$ cat src/rtl/chunked_adder_seq_pkg.sv
// Shared types and constants for the chunked sequential adder.
`timescale 1ns/1ps
package chunked_adder_seq_pkg;

    localparam int unsigned CHUNK_W = 3;

    typedef enum logic [1:0] {
        IDLE = 2'd0,
        RUN  = 2'd1,
        DONE = 2'd2
    } state_t;

endpackage

$ cat src/rtl/chunked_adder_seq_adder3.sv
// 3-bit ripple slice adder with carry in/out.
`timescale 1ns/1ps
module adder3 (
    input  logic [2:0] a,
    input  logic [2:0] b,
    input  logic       cin,
    output logic [2:0] sum,
    output logic       cout
);

    assign {cout, sum} = {1'b0, a} + {1'b0, b} + {3'b000, cin};

endmodule

$ cat src/rtl/chunked_adder_seq.sv
// Sequential adder: adds WIDTH-bit operands one 3-bit slice per cycle
// through a single shared slice adder, with valid/ready on both sides.
`timescale 1ns/1ps
module chunked_adder_seq
    import chunked_adder_seq_pkg::*;
#(
    parameter int unsigned WIDTH = 12
) (
    input  logic             clk,
    input  logic             rst_n,
    input  logic             in_valid,
    output logic             in_ready,
    input  logic [WIDTH-1:0] a,
    input  logic [WIDTH-1:0] b,
    input  logic             cin,
    output logic             out_valid,
    input  logic             out_ready,
    output logic [WIDTH-1:0] sum,
    output logic             cout,
    output logic             busy
);

    localparam int unsigned NCHUNK = WIDTH / CHUNK_W;
    localparam int unsigned IDX_W  = (NCHUNK > 1) ? $clog2(NCHUNK) : 1;
    localparam int unsigned SEL_W  = (WIDTH > 1) ? $clog2(WIDTH) : 1;

    state_t             state;
    logic [WIDTH-1:0]   op_a;
    logic [WIDTH-1:0]   op_b;
    logic [WIDTH-1:0]   sum_r;
    logic               cout_r;
    logic               carry;
    logic [IDX_W-1:0]   idx;
    logic               in_ready_r;
    logic               out_valid_r;
    logic               busy_r;

    logic [SEL_W-1:0]   base;
    logic [CHUNK_W-1:0] slice_a;
    logic [CHUNK_W-1:0] slice_b;
    logic [CHUNK_W-1:0] slice_sum;
    logic               slice_cout;
    logic               last_chunk;

    assign base       = SEL_W'(idx) * SEL_W'(CHUNK_W);
    assign slice_a    = op_a[base +: CHUNK_W];
    assign slice_b    = op_b[base +: CHUNK_W];
    assign last_chunk = (idx == IDX_W'(NCHUNK - 1));

    adder3 u_adder3 (
        .a    (slice_a),
        .b    (slice_b),
        .cin  (carry),
        .sum  (slice_sum),
        .cout (slice_cout)
    );

    // Handshake flags are registered alongside the state so they change
    // exactly on the transition edge and clear immediately on reset.
    always_ff @(posedge clk or negedge rst_n) begin
        if (!rst_n) begin
            state       <= IDLE;
            op_a        <= '0;
            op_b        <= '0;
            sum_r       <= '0;
            cout_r      <= 1'b0;
            carry       <= 1'b0;
            idx         <= '0;
            in_ready_r  <= 1'b1;
            out_valid_r <= 1'b0;
            busy_r      <= 1'b0;
        end else begin
            case (state)
                IDLE: begin
                    if (in_valid) begin
                        op_a       <= a;
                        op_b       <= b;
                        carry      <= cin;
                        idx        <= '0;
                        state      <= RUN;
                        in_ready_r <= 1'b0;
                        busy_r     <= 1'b1;
                    end
                end
                RUN: begin
                    sum_r[base +: CHUNK_W] <= slice_sum;
                    carry                  <= slice_cout;
                    idx                    <= idx + 1'b1;
                    if (last_chunk) begin
                        cout_r      <= slice_cout;
                        state       <= DONE;
                        out_valid_r <= 1'b1;
                    end
                end
                DONE: begin
                    if (out_ready) begin
                        state       <= IDLE;
                        out_valid_r <= 1'b0;
                        in_ready_r  <= 1'b1;
                        busy_r      <= 1'b0;
                    end
                end
                default: begin
                    state       <= IDLE;
                    out_valid_r <= 1'b0;
                    in_ready_r  <= 1'b1;
                    busy_r      <= 1'b0;
                end
            endcase
        end
    end

    assign in_ready  = in_ready_r;
    assign out_valid = out_valid_r;
    assign busy      = busy_r;
    assign sum       = sum_r;
    assign cout      = cout_r;

endmodule

$ cat config.mk
export PLATFORM = sky130hd
export DESIGN_NAME = chunked_adder_seq
export DESIGN_NICKNAME = d
export VERILOG_FILES = /design/src/rtl/chunked_adder_seq_pkg.sv /design/src/rtl/chunked_adder_seq_adder3.sv /design/src/rtl/chunked_adder_seq.sv
export SDC_FILE = /design/constraint.sdc
export NUM_CORES = 1
export LEC_CHECK = 0
export CAP_MARGIN = 20
export CORE_UTILIZATION = 43
export CTS_CLUSTER_DIAMETER = 200
export CTS_CLUSTER_SIZE = 8
export DETAILED_ROUTE_END_ITERATION = 12
export PLACE_DENSITY_LB_ADDON = 0.15
export SYNTH_ARGS = -nofsm -noshare
export SYNTH_HDL_FRONTEND = slang
export SYNTH_HIERARCHICAL = 1
export SYNTH_SLANG_ARGS = --single-unit
$ cat constraint.sdc
create_clock -name clk -period 2.5 [get_ports clk]
set_input_delay 0.375 -clock clk [delete_from_list [all_inputs] [get_ports clk]]
set_output_delay 0.375 -clock clk [all_outputs]
set_load 0.01 [all_outputs]
==> insert_results.sql, run 1 <==
INSERT INTO impl_metrics (metric_group, metric, value, unit) VALUES
('worst_setup_path', 'crit_family', 'adder cells', ''),
('floorplan', 'core.rowCount', '26', ''),
('synth', 'netlist.top_cell.by_area', 'sky130_fd_sc_hd__dfrtp_1', ''),
('final_layout', 'sequential_cell_area', '1130', 'um^2'),
('worst_setup_path', 'kind_of_end_point_of_the_critical_path', 'register', ''),
('timing', 'final_period_minus_worst_setup_slack', '2.37', 'ns'),
('place', 'detailed_place_hpwl', '3120', 'um'),
('floorplan', 'initial_core_utilization', '44.5', '%'),
('floorplan', 'io-pin-count', '45', ''),
('drt', 'drtIter0Drc', '56', ''),
('synth', 'share_of_the_synthesized_area_in_the_top_cell_type', '48.8', '%'),
('synth', 'synth_ff_type', 'sky130_fd_sc_hd__dfrtp_1', ''),
('drt', 'wl_per_cell', '14.0', 'um'),
('global_routing', 'all_layer_global_routing_usage', '16.5', '%'),
('synth', 'asyncSetResetFlopFracSynth', '100', '%'),
('final_layout', 'ant_diodes', '0', ''),
('worst_setup_path', 'worstPathCellList', 'mux4_2, inv_1, fa_1, fa_1, xnor2_2, nand2b_1, o31ai_1', ''),
('cts', 'clock_tree.htree_level_count', '2', ''),
('cts', 'postCtsSetupRepairBufs', '0', ''),
('job', 'maxCapViolations', '0', ''),
('cts', 'cts.reportedPaths.clkPinSlew', '0.08', 'ns'),
('global_routing', 'grt_start_max_net_pins', '46', ''),
('timing', 'hold_viol_final', '0', ''),
('cts', 'cts_num_sinks', '45', ''),
('run_status', 'status', 'finished, final reports clean', ''),
('drt', 'drc', '0', ''),
('timing', 'max-slew-margin-rel', '64.5', '%'),
('worst_setup_path', 'critical_path_class', 'register to register', ''),
('floorplan', 'design.core.area', '5070', 'um^2'),
('worst_setup_path', 'worst_setup_path_start_kind', 'register', ''),
('synth', 'synth_instances', '170', ''),
('final_layout', 'layout.core_utilization', '57.4', '%'),
('synth', 'dominant_cells_by_area_after_synthesis', 'sky130_fd_sc_hd__dfrtp_1, sky130_fd_sc_hd__mux2_4, sky130_fd_sc_hd__mux4_2, sky130_fd_sc_hd__ha_1, sky130_fd_sc_hd__nand2_1', ''),
('final_layout', 'post_route_cells_drive_above_1_share', '23.0', '%'),
('synth', 'synth-seq-cells', '45', ''),
('cts', 'clock_insertion_delay_worst_skew', '0.29', 'ns'),
('drt', 'firstDrtPassIters', '4', ''),
('floorplan', 'floorplan.die_area', '5550', 'um^2'),
('power_and_ir_drop', 'leakage_power', '1.30', 'nW'),
('drt', 'avgViaCountPerCell', '4.88', ''),
('place', 'place.port_buffers', '44', ''),
('global_routing', 'antenna_violations_before_repair', '0', ''),
('final_layout', 'final_nets', '261', ''),
('hold_path', 'worstHoldPathType', 'input pin to async pin', ''),
('power_and_ir_drop', 'ir_drop', '600', 'uV'),
('synth', 'synth-edff-count', '0', ''),
('synth', 'netlist_area', '2260', 'um^2'),
('synth', 'sequential_share_of_the_synthesized_area', '49.9', '%'),
('timing', 'worst_pin_slew', '0.532', 'ns'),
('timing', 'rsz0062_at_grt', 'false', ''),
('synth', 'ys_warn_count', '6', ''),
('final_layout', 'flow.area_growth_from_synthesis', '29.0', '%'),
('global_routing', 'grt_first_pass_wirelength', '6730', 'um'),
('timing', 'final_count_of_negative_setup_slack_endpoints', '0', ''),
('cts', 'cts-buffers-inserted', '5', ''),
('cts', 'cts.root.buffer_cell', 'sky130_fd_sc_hd__clkbuf_8', ''),
('worst_setup_path', 'crit_path_top_delay_cell', 'sky130_fd_sc_hd__dfrtp_2', ''),
('cts', 'cts.path.max_buffers', '2', ''),
('timing', 'timing.clock.skew', '0.00826', 'ns'),
('timing', 'maxSlewViolCount', '0', ''),
('cts', 'cts_tree', 'done', ''),
('final_layout', 'final.fill_count', '437', ''),
('timing', 'max_freq', '422', 'MHz'),
('final_layout', 'leading_cell_types_in_the_layout_fill_and_taps_excluded', 'sky130_fd_sc_hd__dfrtp_1, sky130_fd_sc_hd__clkdlybuf4s50_1, sky130_fd_sc_hd__nand2_1', ''),
('timing', 'fin_setup_tns', '0', 'ns'),
('synth', 'synth_nets', '209', ''),
('drt', 'remaining_antenna_violation_count', '0', ''),
('timing', 'tcrit_tclk_final', '94.9', '%'),
('floorplan', 'die_height', '74.5', 'um'),
('power_and_ir_drop', 'power_density', '1360', 'nW/um^2'),
('worst_setup_path', 'path_common_cell', 'sky130_fd_sc_hd__fa_1', '');
## synth_stat cells (3+ instances only)
cell                       count
sky130_fd_sc_hd__dfrtp_1      44
sky130_fd_sc_hd__nand2_1      24
sky130_fd_sc_hd__mux2_4       20
sky130_fd_sc_hd__inv_1        10
sky130_fd_sc_hd__o31ai_1       9
sky130_fd_sc_hd__ha_1          8
sky130_fd_sc_hd__mux4_2        6
sky130_fd_sc_hd__nand2b_1      6
sky130_fd_sc_hd__o21ai_0       6
sky130_fd_sc_hd__a21oi_1       5
sky130_fd_sc_hd__mux2_2        4
sky130_fd_sc_hd__buf_4         3
sky130_fd_sc_hd__nor2_1        3
## state kept, by name, indices dropped and copies added (netlist names)
register,flops
op_a,12
state,2
busy,1
idx,2
out_valid,1
op_b,12
cout,1
sum,12
in_ready,1
carry,1
## cells by family (layout without fill, tap and decap cells)
family / after synthesis / in the layout / synth area share, %
buf+inv: 16 / 68 / 3.82
compound gates: 24 / 24 / 6.59
xor+xnor: 1 / 1 / 0.388
mux: 31 / 31 / 21.8
simple gates: 43 / 43 / 11.3
flops: 45 / 45 / 49.9
fa+ha+maj: 10 / 10 / 6.21
## power breakdown
part           internal, mW  switching [mW]
Clock                 0.291           0.233
Combinational          1.14           0.941
Sequential             1.07           0.275
Total                  2.50            1.45
## worst reg2reg max path, stage by stage, from the launching register on
cell	delay [ns]
sky130_fd_sc_hd__dfrtp_2	0.46
sky130_fd_sc_hd__mux4_2	0.33
sky130_fd_sc_hd__inv_1	0.05
sky130_fd_sc_hd__fa_1	0.46
sky130_fd_sc_hd__fa_1	0.43
sky130_fd_sc_hd__xnor2_2	0.17
sky130_fd_sc_hd__nand2b_1	0.12
sky130_fd_sc_hd__o31ai_1	0.26
## worst paths after layout
kind                            slack (ns)  depth (start not counted)                from              endpoint
max in group asynchronous             1.51                          3               rst_n  in_ready$_DFFE_PN1P_
worst max register to register        0.13                          7  idx[0]$_DFFE_PN0P_    sum[5]$_DFFE_PN0P_
worst max-delay path                  0.13                          7  idx[0]$_DFFE_PN0P_    sum[5]$_DFFE_PN0P_
worst min register to register        0.48                          2  sum[1]$_DFFE_PN0P_    sum[1]$_DFFE_PN0P_
min in group clk                      0.48                          2  sum[1]$_DFFE_PN0P_    sum[1]$_DFFE_PN0P_
worst min-delay path                  0.46                          2               rst_n    sum[3]$_DFFE_PN0P_
## per-layer routing
| layer | share of wire (%) | GRT usage (%) |
|---|---|---|
| met4 | 0.88 | 5.03 |
| met3 | 3.5 | 4.07 |
| met2 | 52 | 29.3 |
| met1 | 43 | 19.6 |
| met5 | 0 | 0 |
## timing repair
action,in CTS,in global routing
endpoints found under the hold margin,0,8
setup endpoints to repair,0,2
resized for setup,0,2
hold buffers,0,1
## cell type report
type	instances	area share (%)
Sequential cell	45	38.7
Multi-Input combinational cell	109	36.1
Timing Repair Buffer	51	17.3
Tap cell	70	3.01
Clock buffer	5	2.36
Inverter	10	1.29
Clock inverter	2	1.20
## stage by stage
stage                     total power [mW]  instances  instance area, um^2  setup WS [ns]  hold WS [ns]
after CTS                             3.94        290                 2870         0.0334         0.273
final                                 3.95        292                 2910          0.128         0.464
after global routing                  4.25        292                 2910         0.0131         0.494
after global placement                3.34        283                 2770          0.172         0.464
after detailed placement              3.40        283                 2770         0.0625         0.470
after floorplan                       2.79        170                 2260          0.126        0.0794
Note: power is estimated with default switching activity, not from simulation.
==> run 2, diff against run 1 <==
--- a/config.mk
+++ b/config.mk
@@ -6,6 +6,7 @@
 export NUM_CORES = 1
 export LEC_CHECK = 0
 export CAP_MARGIN = 20
+export CORE_ASPECT_RATIO = 1.4
 export CORE_UTILIZATION = 43
 export CTS_CLUSTER_DIAMETER = 200
 export CTS_CLUSTER_SIZE = 8
==> run 2 against run 1 <==
Against the previous run:
- first-iteration DRC count down 16%
- sequential power barely moved
- die area barely moved
- count of clock-buffer cells in the layout is the same
- routed wire length is 1.2% higher
- critical endpoint unchanged
==> insert_results.sql, run 2 (synthesis gave the netlist of run 1 again) <==
INSERT INTO impl_metrics (metric_group, metric, value, unit) VALUES
('place', 'pre_cts_slack', '0.0794', 'ns'),
('final_layout', 'final_nets', '259', ''),
('timing', 'worst_pin_slew', '0.521', 'ns'),
('job', 'maxCapViolations', '0', ''),
('worst_setup_path', 'worst_setup_path_start_kind', 'register', ''),
('final_layout', 'post_layout_nonfiller_instances', '285', ''),
('final_layout', 'final.fill_count', '452', ''),
('global_routing', 'busiest_metal_layer_after_global_routing', 'met2', ''),
('cts', 'cts.reportedPaths.clkPinSlew', '0.09', 'ns'),
('place', 'place.port_buffers', '44', ''),
('worst_setup_path', 'path_common_cell', 'sky130_fd_sc_hd__fa_1', ''),
('floorplan', 'io-pin-count', '45', ''),
('drt', 'wl_per_cell', '14.5', 'um'),
('floorplan', 'floorplan.die_area', '5550', 'um^2'),
('cts', 'cts_tree', 'done', ''),
('worst_setup_path', 'kind_of_end_point_of_the_critical_path', 'register', ''),
('timing', 'max_freq', '427', 'MHz'),
('power_and_ir_drop', 'leakage_power', '1.28', 'nW'),
('drt', 'total_wire_length_after_detailed_routing', '4130', 'um'),
('timing', 'worst_slack_setup_final', '0.156', 'ns'),
('place', 'postPlaceCellArea', '2750', 'um^2'),
('global_routing', 'first_global_vias', '1512', ''),
('worst_setup_path', 'cp_data_arrival_time', '2.56', 'ns'),
('timing', 'rsz0062_at_grt', 'false', ''),
('drt', 'avgViaCountPerCell', '5.07', ''),
('cts', 'cts-buffers-inserted', '5', ''),
('global_routing', 'globalRoute.totalOverflow', '0', ''),
('cts', 'cts.path.max_buffers', '2', ''),
('drt', 'firstDrtPassIters', '4', ''),
('final_layout', 'layout.core_utilization', '58.0', '%'),
('cts', 'postCtsSetupRepairBufs', '0', ''),
('final_layout', 'post_route_cells_drive_above_1_share', '22.6', '%'),
('cts', 'cts.root.buffer_cell', 'sky130_fd_sc_hd__clkbuf_8', ''),
('place', 'gpl.final_weighted_congestion', '0.811', ''),
('hold_path', 'worstHoldPathType', 'input pin to async pin', ''),
('floorplan', 'initial_core_utilization', '45.6', '%'),
('place', 'numPlacedInstances', '275', ''),
('worst_setup_path', 'cp.required', '2.72', 'ns'),
('global_routing', 'use_met2', '31.3', '%'),
('global_routing', 'all_layer_global_routing_usage', '17.0', '%'),
('timing', 'final_period_minus_worst_setup_slack', '2.34', 'ns'),
('drt', 'drtIter0Drc', '47', ''),
('cts', 'cts_num_sinks', '45', ''),
('timing', 'timing.clock.skew', '0.0112', 'ns'),
('global_routing', 'grt_first_pass_wirelength', '7110', 'um'),
('floorplan', 'die_height', '87.8', 'um'),
('power_and_ir_drop', 'ir_drop', '620', 'uV'),
('timing', 'maxSlewViolCount', '0', ''),
('timing', 'fin_hold_ws', '0.420', 'ns'),
('worst_setup_path', 'worstPathCellList', 'mux4_2, inv_1, fa_1, fa_1, xnor2_2, nand2b_1, o31ai_1', ''),
('timing', 'final_count_of_negative_setup_slack_endpoints', '0', ''),
('final_layout', 'leading_cell_types_in_the_layout_fill_and_taps_excluded', 'sky130_fd_sc_hd__dfrtp_1, sky130_fd_sc_hd__clkdlybuf4s50_1, sky130_fd_sc_hd__nand2_1', ''),
('drt', 'via_count', '1445', ''),
('worst_setup_path', 'critical_path_class', 'register to register', ''),
('floorplan', 'die-width', '63.3', 'um'),
('timing', 'tcrit_tclk_final', '93.8', '%'),
('global_routing', 'antenna_violations_before_repair', '0', ''),
('cts', 'clock_tree.htree_level_count', '2', ''),
('drt', 'drc', '0', ''),
('timing', 'max-slew-margin-rel', '65.3', '%'),
('final_layout', 'ant_diodes', '0', ''),
('power_and_ir_drop', 'power_density', '1340', 'nW/um^2'),
('global_routing', 'gr-usage-met1', '18.5', '%'),
('global_routing', 'globalRouteMet3Util', '3.65', '%'),
('cts', 'clock_insertion_delay_worst_skew', '0.30', 'ns'),
('final_layout', 'stdcell_area', '2870', 'um^2'),
('timing', 'hold_viol_final', '0', ''),
('floorplan', 'design.core.area', '4950', 'um^2'),
('final_layout', 'flow.area_growth_from_synthesis', '27.2', '%'),
('worst_setup_path', 'crit_path_top_delay_cell', 'sky130_fd_sc_hd__dfrtp_2', ''),
('drt', 'remaining_antenna_violation_count', '0', ''),
('timing', 'fin_setup_tns', '0', 'ns'),
('power_and_ir_drop', 'power.total', '3.86', 'mW'),
('floorplan', 'core.rowCount', '30', ''),
('worst_setup_path', 'critical-path-max-stage-delay', '0.46', 'ns'),
('run_status', 'status', 'finished, final reports clean', ''),
('global_routing', 'grt_start_max_net_pins', '46', ''),
('place', 'detailed_place_hpwl', '3100', 'um'),
('worst_setup_path', 'largest_fanout_on_the_critical_path', '5', '');
-- run 2: what timing repair did --
item                                    4_1_cts  5_1_grt
gates resized for setup                       0        2
endpoints found under the setup margin        0        3
hold buffers                                  0        1
hold endpoints to repair                      0        3
-- run 2: worst paths after layout --
kind	start	endpoint	slack, ns	cells past startpoint
worst max-delay path	idx[0]$_DFFE_PN0P_	sum[5]$_DFFE_PN0P_	0.16	7
max in group asynchronous	rst_n	idx[0]$_DFFE_PN0P_	1.63	3
worst min register to register	sum[11]$_DFFE_PN0P_	sum[11]$_DFFE_PN0P_	0.48	2
worst max register to register	idx[0]$_DFFE_PN0P_	sum[5]$_DFFE_PN0P_	0.16	7
min in group clk	sum[11]$_DFFE_PN0P_	sum[11]$_DFFE_PN0P_	0.48	2
worst min-delay path	rst_n	busy$_DFFE_PN0P_	0.42	2
-- run 2: worst max-delay path: cells and delay by family, from the launching register on --
| kind | cells | cell delay [ns] |
|---|---|---|
| and+or+nand+nor | 1 | 0.11 |
| muxes | 1 | 0.35 |
| buffers and inverters | 1 | 0.06 |
| DFF | 1 | 0.46 |
| xor gates and xnor gates | 1 | 0.17 |
| AOI/OAI and AO/OA | 1 | 0.23 |
| adders and majority gates | 2 | 0.88 |
-- run 2: area by class of cell --
cell class	count	area [um^2]	area share, %
Sequential cell	45	1130	39.3
Inverter	10	37.5	1.31
Multi-Input combinational cell	109	1050	36.6
Timing Repair Buffer	49	488	17.0
Clock inverter	3	17.5	0.610
Clock buffer	5	68.8	2.40
Tap cell	64	80.1	2.79
-- run 2: per-layer routing --
metal	wire length, um	up-vias
met1	1620	723
met4	74	0
met5	0	-
met2	2300	32
met3	130	4
li1	-	686
-- run 2: report_power, final --
part	switching (mW)	internal, mW	total (mW)	leakage [nW]
clock	0.254	0.193	0.447	0.0439
combinational	0.950	1.12	2.07	0.691
sequential	0.267	1.07	1.34	0.548
==> run 3, diff against run 2 <==
==> constraint.sdc (replaced) <==
create_clock -name clk -period 2.7 [get_ports clk]
set_input_delay 0.405 -clock clk [delete_from_list [all_inputs] [get_ports clk]]
set_output_delay 0.405 -clock clk [all_outputs]
set_load 0.01 [all_outputs]
==> run 3 against run 2 <==
Against the previous run:
- flip-flop and latch count stayed put
- worst setup slack better by 0.13 ns
- die area stayed put
- total power is 8.8% lower
- count of clock-buffer cells in the layout stayed put
- register-to-register slack better by 0.13 ns
- core utilization is 0.18 points lower
- sequential power is 7% lower
- critical endpoint unchanged
- largest cell class unchanged
- largest power group unchanged
==> insert_results.sql, run 3 (synthesis gave the netlist of run 1 again) <==
INSERT INTO impl_metrics (metric_group, metric, value, unit) VALUES
('worst_setup_path', 'cp.buffers_inverters', '1', ''),
('drt', 'remaining_antenna_violation_count', '0', ''),
('place', 'numPlacedInstances', '275', ''),
('worst_setup_path', 'path_common_cell', 'sky130_fd_sc_hd__fa_1', ''),
('worst_setup_path', 'largest_fanout_on_the_critical_path', '5', ''),
('cts', 'cts-buffers-inserted', '5', ''),
('floorplan', 'die-width', '63.3', 'um'),
('timing', 'final_count_of_negative_setup_slack_endpoints', '0', ''),
('drt', 'drtIter0Drc', '48', ''),
('worst_setup_path', 'cp_data_arrival_time', '2.63', 'ns'),
('cts', 'clock_insertion_delay_worst_skew', '0.30', 'ns'),
('global_routing', 'antenna_violations_before_repair', '0', ''),
('final_layout', 'final_common_cell', 'sky130_fd_sc_hd__dfrtp_1', ''),
('final_layout', 'flow.area_growth_from_synthesis', '26.8', '%'),
('global_routing', 'first_global_vias', '1512', ''),
('drt', 'avgViaCountPerCell', '5.07', ''),
('timing', 'rsz0062_at_grt', 'false', ''),
('timing', 'max-slew-margin-rel', '65.3', '%'),
('cts', 'cts_num_sinks', '45', ''),
('place', 'pre_cts_slack', '0.279', 'ns'),
('worst_setup_path', 'crit_path_top_delay_cell', 'sky130_fd_sc_hd__dfrtp_1', ''),
('place', 'gpl.final_weighted_congestion', '0.811', ''),
('run_status', 'status', 'finished, final reports clean', ''),
('power_and_ir_drop', 'leakage_power', '1.28', 'nW'),
('worst_setup_path', 'cp.required', '2.92', 'ns'),
('floorplan', 'core.rowCount', '30', ''),
('worst_setup_path', 'worstPathCellList', 'mux4_2, inv_1, fa_1, fa_1, xnor2_1, nand2b_1, o31ai_1', ''),
('timing', 'max_freq', '414', 'MHz'),
('final_layout', 'leading_cell_types_in_the_layout_fill_and_taps_excluded', 'sky130_fd_sc_hd__dfrtp_1, sky130_fd_sc_hd__clkdlybuf4s50_1, sky130_fd_sc_hd__nand2_1', ''),
('cts', 'cts_tree', 'done', ''),
('floorplan', 'initial_core_utilization', '45.6', '%'),
('final_layout', 'multi_input_area', '1040', 'um^2'),
('worst_setup_path', 'critical_path_class', 'register to register', ''),
('drt', 'firstDrtPassIters', '4', ''),
('drt', 'total_wire_length_after_detailed_routing', '4130', 'um'),
('floorplan', 'floorplan.die_area', '5550', 'um^2'),
('timing', 'worst_slack_setup_final', '0.285', 'ns'),
('job', 'maxCapViolations', '0', ''),
('global_routing', 'grt_first_pass_wirelength', '7110', 'um'),
('final_layout', 'post_layout_nonfiller_instances', '285', ''),
('drt', 'via_count', '1445', ''),
('power_and_ir_drop', 'power_density', '1230', 'nW/um^2'),
('worst_setup_path', 'worst_setup_path_start_kind', 'register', ''),
('timing', 'fin_setup_tns', '0', 'ns'),
('timing', 'maxSlewViolCount', '0', ''),
('drt', 'wl_per_cell', '14.5', 'um'),
('timing', 'final_period_minus_worst_setup_slack', '2.41', 'ns'),
('cts', 'cts.path.max_buffers', '2', ''),
('floorplan', 'design.core.area', '4950', 'um^2'),
('worst_setup_path', 'critical-path-max-stage-delay', '0.46', 'ns'),
('final_layout', 'final.fill_count', '454', ''),
('final_layout', 'final_nets', '259', ''),
('cts', 'cts.reportedPaths.clkPinSlew', '0.09', 'ns'),
('worst_setup_path', 'kind_of_end_point_of_the_critical_path', 'register', ''),
('hold_path', 'worstHoldPathType', 'input pin to async pin', ''),
('floorplan', 'io-pin-count', '45', ''),
('floorplan', 'die_height', '87.8', 'um'),
('power_and_ir_drop', 'ir_drop', '574', 'uV'),
('final_layout', 'post_route_cells_drive_above_1_share', '21.7', '%'),
('timing', 'worst_pin_slew', '0.521', 'ns'),
('cts', 'clock_tree.htree_level_count', '2', ''),
('global_routing', 'globalRoute.totalOverflow', '0', ''),
('worst_setup_path', 'crit_family', 'adder cells', ''),
('timing', 'tcrit_tclk_final', '89.4', '%'),
('place', 'detailed_place_hpwl', '3100', 'um'),
('place', 'place.port_buffers', '44', ''),
('cts', 'cts_resized', '0', ''),
('global_routing', 'all_layer_global_routing_usage', '17.0', '%'),
('timing', 'hold_viol_final', '0', ''),
('final_layout', 'ant_diodes', '0', ''),
('timing', 'timing.clock.skew', '0.0112', 'ns'),
('cts', 'cts.root.buffer_cell', 'sky130_fd_sc_hd__clkbuf_8', ''),
('final_layout', 'sequential_cell_area', '1130', 'um^2'),
('global_routing', 'grt_start_max_net_pins', '46', ''),
('drt', 'drc', '0', ''),
('cts', 'postCtsSetupRepairBufs', '0', '');
run 3: cell counts in the layout (fill, tap and decap cells not counted):
Identical to the previous run, type by type.
run 3: stage by stage:
stage          total power, mW  instance area, um^2  hold slack [ns]  util, %
2_1_floorplan             2.58                 2260            0.109        -
4_1_cts                   3.56                 2830            0.290     57.2
3_5_place_dp              3.14                 2750            0.466     55.5
5_1_grt                   3.82                 2860            0.479     57.8
6_report                  3.52                 2860            0.450     57.8
3_3_place_gp              3.07                 2750            0.463     55.5
run 3: path summary, 6_finish.rpt:
path | start | endpoint | slack (ns) | depth (start not counted)
min in group clk | sum[11]$_DFFE_PN0P_ | sum[11]$_DFFE_PN0P_ | 0.48 | 2
max in group asynchronous | rst_n | op_a[2]$_DFFE_PN0P_ | 1.81 | 3
worst min-delay path | rst_n | busy$_DFFE_PN0P_ | 0.45 | 2
worst max-delay path | idx[0]$_DFFE_PN0P_ | sum[5]$_DFFE_PN0P_ | 0.29 | 7
worst max register to register | idx[0]$_DFFE_PN0P_ | sum[5]$_DFFE_PN0P_ | 0.29 | 7
worst min register to register | sum[11]$_DFFE_PN0P_ | sum[11]$_DFFE_PN0P_ | 0.48 | 2
run 3: what timing repair did:
action | 4_1_cts | 5_1_grt
hold buffers | 0 | 1
hold endpoints to repair | 0 | 3
endpoints found under the setup margin | 0 | 0
run 3: final cells by class:
type / instances / area share, %
multi-input cells: 109 / 36.5
well taps: 64 / 2.80
clock inverters: 3 / 0.612
flip-flops and latches: 45 / 39.4
inverters: 10 / 1.31
clock buffers: 5 / 2.40
repair buffers: 49 / 17.0
run 3: layer usage:
| metal | routed length [um] | up-vias | part of all wire, % | global-route usage, % |
|---|---|---|---|---|
| li1 | - | 686 | - | - |
| met1 | 1620 | 723 | 39 | 18.5 |
| met2 | 2300 | 32 | 56 | 31.3 |
| met3 | 130 | 4 | 3.1 | 3.65 |
| met4 | 74 | 0 | 1.8 | 8.06 |
| met5 | 0 | - | 0 | 0 |
run 3: report_power, final:
group | total [mW] | switching (mW) | internal, mW
Sequential | 1.24 | 0.247 | 0.990
Clock | 0.414 | 0.235 | 0.179
Combinational | 1.87 | 0.865 | 1.00
Total | 3.52 | 1.35 | 2.17
